### src/rtl/soft_bits_gen.sv
// NCH register-driven soft bits (level / programmable one-shot pulse / toggle) plus constant 0/1.
// Define SOFT_BITS_EDGE_EN to add edge_o, a one-cycle strobe whenever out_o[k] changes.
module soft_bits_gen #(
  parameter int NCH = 4,
  parameter int PW  = 16
) (
  input  logic             clk_i,
  input  logic             reset_n_i,
  input  logic [NCH-1:0]   set_i,
  input  logic [NCH-1:0]   set_wstb_i,
  input  logic [2*NCH-1:0] mode_i,
  input  logic [PW-1:0]    width_i,
  output logic [NCH-1:0]   out_o,
  output logic [NCH-1:0]   busy_o,
`ifdef SOFT_BITS_EDGE_EN
  output logic [NCH-1:0]   edge_o,
`endif
  output logic             zero_o,
  output logic             one_o
);

  typedef enum logic [1:0] {
    IDLE_LO = 2'd0,
    IDLE_HI = 2'd1,
    PULSE   = 2'd2
  } state_t;

  typedef struct packed {
    state_t        state;
    logic          out;
    logic [PW-1:0] cnt;
  } chan_t;

  localparam logic [1:0] MODE_PULSE  = 2'd1;
  localparam logic [1:0] MODE_TOGGLE = 2'd2;

  // Next-state of one channel; a mode change wins over any strobe in the same cycle.
  function automatic chan_t chan_step(
    input chan_t         cur,
    input logic [1:0]    mode,
    input logic [1:0]    mode_q,
    input logic          wstb,
    input logic          set,
    input logic [PW-1:0] width
  );
    chan_t nxt;
    nxt = cur;
    if (mode != mode_q) begin
      nxt.state = IDLE_LO;
      nxt.out   = 1'b0;
      nxt.cnt   = '0;
    end else begin
      case (mode)
        MODE_PULSE: begin
          if (wstb && set) begin
            nxt.state = PULSE;
            nxt.out   = 1'b1;
            nxt.cnt   = (width == '0) ? '0 : width - PW'(1);
          end else if (wstb) begin
            nxt.state = IDLE_LO;
            nxt.out   = 1'b0;
            nxt.cnt   = '0;
          end else if (cur.state == PULSE) begin
            if (cur.cnt == '0) begin
              nxt.state = IDLE_LO;
              nxt.out   = 1'b0;
            end else begin
              nxt.cnt = cur.cnt - PW'(1);
            end
          end else begin
            nxt = cur;
          end
        end
        MODE_TOGGLE: begin
          nxt.cnt = '0;
          if (wstb && set) begin
            nxt.state = cur.out ? IDLE_LO : IDLE_HI;
            nxt.out   = ~cur.out;
          end else begin
            nxt.state = cur.out ? IDLE_HI : IDLE_LO;
          end
        end
        default: begin
          nxt.cnt = '0;
          if (wstb) begin
            nxt.state = set ? IDLE_HI : IDLE_LO;
            nxt.out   = set;
          end else begin
            nxt.state = cur.out ? IDLE_HI : IDLE_LO;
          end
        end
      endcase
    end
    return nxt;
  endfunction

  logic [1:0] rst_sync_r;
  logic       rst_n_s;

  // Reset asserts asynchronously and releases two clocks after reset_n_i rises.
  always_ff @(posedge clk_i or negedge reset_n_i) begin
    if (!reset_n_i) begin
      rst_sync_r <= 2'b00;
    end else begin
      rst_sync_r <= {rst_sync_r[0], 1'b1};
    end
  end

  assign rst_n_s = rst_sync_r[1];
  assign zero_o  = 1'b0;
  assign one_o   = 1'b1;

  for (genvar k = 0; k < NCH; k++) begin : g_ch
    chan_t      chan_r;
    chan_t      nxt_s;
    logic [1:0] mode_r;
    logic       busy_r;
`ifdef SOFT_BITS_EDGE_EN
    logic       edge_r;
`endif

    // Channel next-state from the shared step function.
    always_comb begin
      nxt_s = chan_step(chan_r, mode_i[2*k +: 2], mode_r, set_wstb_i[k], set_i[k], width_i);
    end

    // Channel state, stored mode and registered flags.
    always_ff @(posedge clk_i or negedge rst_n_s) begin
      if (!rst_n_s) begin
        chan_r <= '0;
        mode_r <= 2'b00;
        busy_r <= 1'b0;
`ifdef SOFT_BITS_EDGE_EN
        edge_r <= 1'b0;
`endif
      end else begin
        chan_r <= nxt_s;
        mode_r <= mode_i[2*k +: 2];
        busy_r <= (nxt_s.state == PULSE);
`ifdef SOFT_BITS_EDGE_EN
        edge_r <= nxt_s.out ^ chan_r.out;
`endif
      end
    end

    assign out_o[k]  = chan_r.out;
    assign busy_o[k] = busy_r;
`ifdef SOFT_BITS_EDGE_EN
    assign edge_o[k] = edge_r;
`endif
  end

endmodule

### config.mk
export PLATFORM = sky130hd
export DESIGN_NAME = soft_bits_gen
export DESIGN_NICKNAME = d
export VERILOG_FILES = /design/src/rtl/soft_bits_gen.sv
export SDC_FILE = /design/constraint.sdc
export NUM_CORES = 1
export LEC_CHECK = 0
export ABC_AREA = 0
export CORE_ASPECT_RATIO = 1.2
export CORE_UTILIZATION = 27
export DETAILED_ROUTE_END_ITERATION = 10
export GPL_TIMING_DRIVEN = 0
export SYNTH_ARGS = -nofsm -noshare
export SYNTH_HDL_FRONTEND = slang
export SYNTH_SLANG_ARGS = --single-unit
### constraint.sdc
create_clock -name clk_i -period 5.8 [get_ports clk_i]
set_clock_uncertainty 0.15 [all_clocks]
set_input_delay 1.16 -clock clk_i [delete_from_list [all_inputs] [get_ports clk_i]]
set_output_delay 1.16 -clock clk_i [all_outputs]
set_load 0.05 [all_outputs]
==> run metrics <==
hold buffers post-CTS 0; reported leakage power 0.00296 uW; Final setup viols 0; Crit Path Category input port to register; unique cell type count in the Yosys netlist 65; Relative slew margins 43.5%; chip width 138 um; half-perimeter wire length after detailed placement 12,200 um; post-synth top area cell dfrtp_1; Pre-Repair DR Iteration Count 5; Worst path top cell family by delay simple AND/OR/NAND/NOR gates; number of I/O port buffers 40; most used flip-flop cell after synthesis dfrtp_1; number of ports placed on the die boundary 44; number of register bits inferred by synthesis 90; cell types with the highest counts after synthesis dfrtp_1, nor2_1, o21ai_0; Routed met3 length 806 um; number of failing hold endpoints at the final stage 0; final routed wirelength across all metal layers 17,100 um; RR Startpoint g_ch[1].chan_r[0]$_DFFE_PN0P_; clock latency reported for the late side of the worst-skew pair 360 ps; slew of the pin with the lowest slew margin 840 ps; crit path from width_i[0]; clock-pin slew on the worst setup and hold paths 70 ps; wire length on met2 8010 um; buffer type at the clock tree root clkbuf_16; initial cell density of the core 27.5%; top layer reached by signal wires met4; aggregate global routing overflow 0; cells resized by post-CTS repair 0; number of CTS-inserted buffers 9; net total in the final layout 797; Period Utilization, post-route 67.0%; post-synthesis async set-or-reset flop share 100%; largest cells by area after synthesis dfrtp_1, o21ai_0, nor2_1, a22o_1, a21oi_1; number of remaining DRC errors 0; VDD IR max 0.133 mV; placeable core region 21,600 um^2; count of flip-flops with a built-in enable after synthesis 0; total routed wire length on the met1 layer 8000 um; crit end category register; maximum number of pins on one net before global-route repair 68; DR vias/cell 5.45; time the final worst path needs with I/O delays and setup 3890 ps; sequential cell area fraction in the yosys report 37.8%; syn_area_per_cell 8.55 um^2; CTS tree yes; number of placement rows 59; Final Hold Slack 90.6 ps; initial antenna violation count 0; max-capacitance violation count 0; maximum count of clock buffers along a single path 2; Worst EP required 5900 ps; outcome completed; ANT nets after route 0; number of buffers added for setup after CTS 0; unrepaired setup endpoints after global routing false; Layout area overhead 17.8%; startpoint type of the worst setup path input port; count of pins over their slew limit 0; share of final-layout standard cells stronger than drive strength 1 6.49%; ANT cells 0; iteration-0 DRC count of the detailed router 458; Hold Path Class register to async pin; GPL Wtd Cong 0.842; Data arrival, critical path 3980 ps; Fmax achieved 0.257 GHz; highest-delay cell along the critical path clkdlybuf4s50_1; Die ar. 22,700 um^2; combined global-route utilization of all metal layers 15.7%; vias after detailed routing 5,603; routed length per instance 16.7 um; clk sink count 90; CP cell instances clkdlybuf4s50_1 > inv_1 > ha_1 > nor4b_1 > nand4_1 > nand3_1 > o32ai_1 > a22o_1; H-tree depth 3; count of mapped cells out of synthesis 697; die outline height 165 um; wire length of the first global-routing pass 27,600 um; count of yosys warnings during synthesis 0; portion of synthesized cell area occupied by the leading cell type 37.8%; worst path bufs/invs 2; most frequent cell after synthesis dfrtp_1; post-synth design cell area 5960 um^2; number of global-route vias before repair 5,307; Max Fanout on Critical Path 9; highest cell delay on the worst timing path 620 ps; pwr dens 207 nW/um^2; setup_tns 0 ps
## worst paths after layout
path	to	slack, ps	cells after the start
worst min register to register	g_ch[2].chan_r[14]$_DFFE_PN0P_	90	0
max in group asynchronous	rst_sync_r[1]$_DFF_PN0_	4560	1
worst max register to register	g_ch[1].chan_r[2]$_DFFE_PN0P_	2620	7
worst min-delay path	g_ch[2].chan_r[14]$_DFFE_PN0P_	90	0
worst max-delay path	g_ch[3].chan_r[7]$_DFFE_PN0P_	1910	8
min in group clk_i	rst_sync_r[1]$_DFF_PN0_	200	0
## stage by stage
stage	setup WS (ps)	cells	total power (uW)	util [%]	area (um^2)
floorplan	2820	698	797	-	5960
global placement	1590	1012	879	31.0	6710
detailed placement	1570	1013	883	31.1	6740
CTS	1920	1029	1460	32.4	7020
global route	1770	1029	1510	32.4	7020
finish	1910	1029	1450	32.4	7020
## area by class of cell
cell class,count,area [um^2]
Clock buffer,11,243
Buffer,25,145
Sequential cell,90,2260
Tap cell,274,343
Inverter,26,97.6
Multi-Input combinational cell,557,3470
Timing Repair Buffer,41,428
Clock inverter,5,37.5
Fill cell,2260,14600
## sequential cells by signal (all words and copies together) (netlist names)
name	cells
g_ch.busy_r	4
g_ch.chan_r	72
g_ch.mode_r	8
rst_sync_r	2
out_o	4
## worst register-to-register path, cell delays in order, from the launching register on
cell and delay (ps):
dfrtp_1 410, inv_1 90, ha_1 210, or4b_1 560, or4_4 550, nor2b_4 160, o21ai_0 630, o21ai_0 260
## logic make-up after synthesis
kind of cell,after synthesis,synth area share [%]
mux,3,0.504
compound gates,235,25.5
simple gates,274,25.0
fa+ha+maj,13,2.73
flops,90,37.8
buf+inv,51,4.07
other cells,2,0.126
xor+xnor,29,4.26
## layer usage
| layer | up-vias | global-route usage [%] |
|---|---|---|
| met1 | 2718 | 21.4 |
| met2 | 151 | 25.3 |
| met5 | - | 0 |
| met3 | 25 | 1.75 |
| met4 | 0 | 5.74 |
| li1 | 2709 | - |
## cell usage in the layout, fill, tap and decap left out, types with 12 or more instances in the layout
master           synthesis  final
dfrtp_1                 90     89
xor2_1                  18     18
nor2b_1                 20     20
a22o_1                  29     29
clkdlybuf4s50_1          0     40
nand2b_1                12     12
inv_1                   26     26
nand2_1                 44     44
a21oi_1                 47     47
o21ai_0                 66     66
ha_1                    13     13
clkbuf_1                11     12
nand3_1                 17     17
nor3_1                  25     25
nor2_1                  76     76
o22ai_1                 23     23
## report_power, final
| group | switching [uW] | internal [uW] |
|---|---|---|
| Combinational | 135 | 84.6 |
| Clock | 275 | 305 |
| Sequential | 13.5 | 638 |
Note: power is estimated with default switching activity, not from simulation.
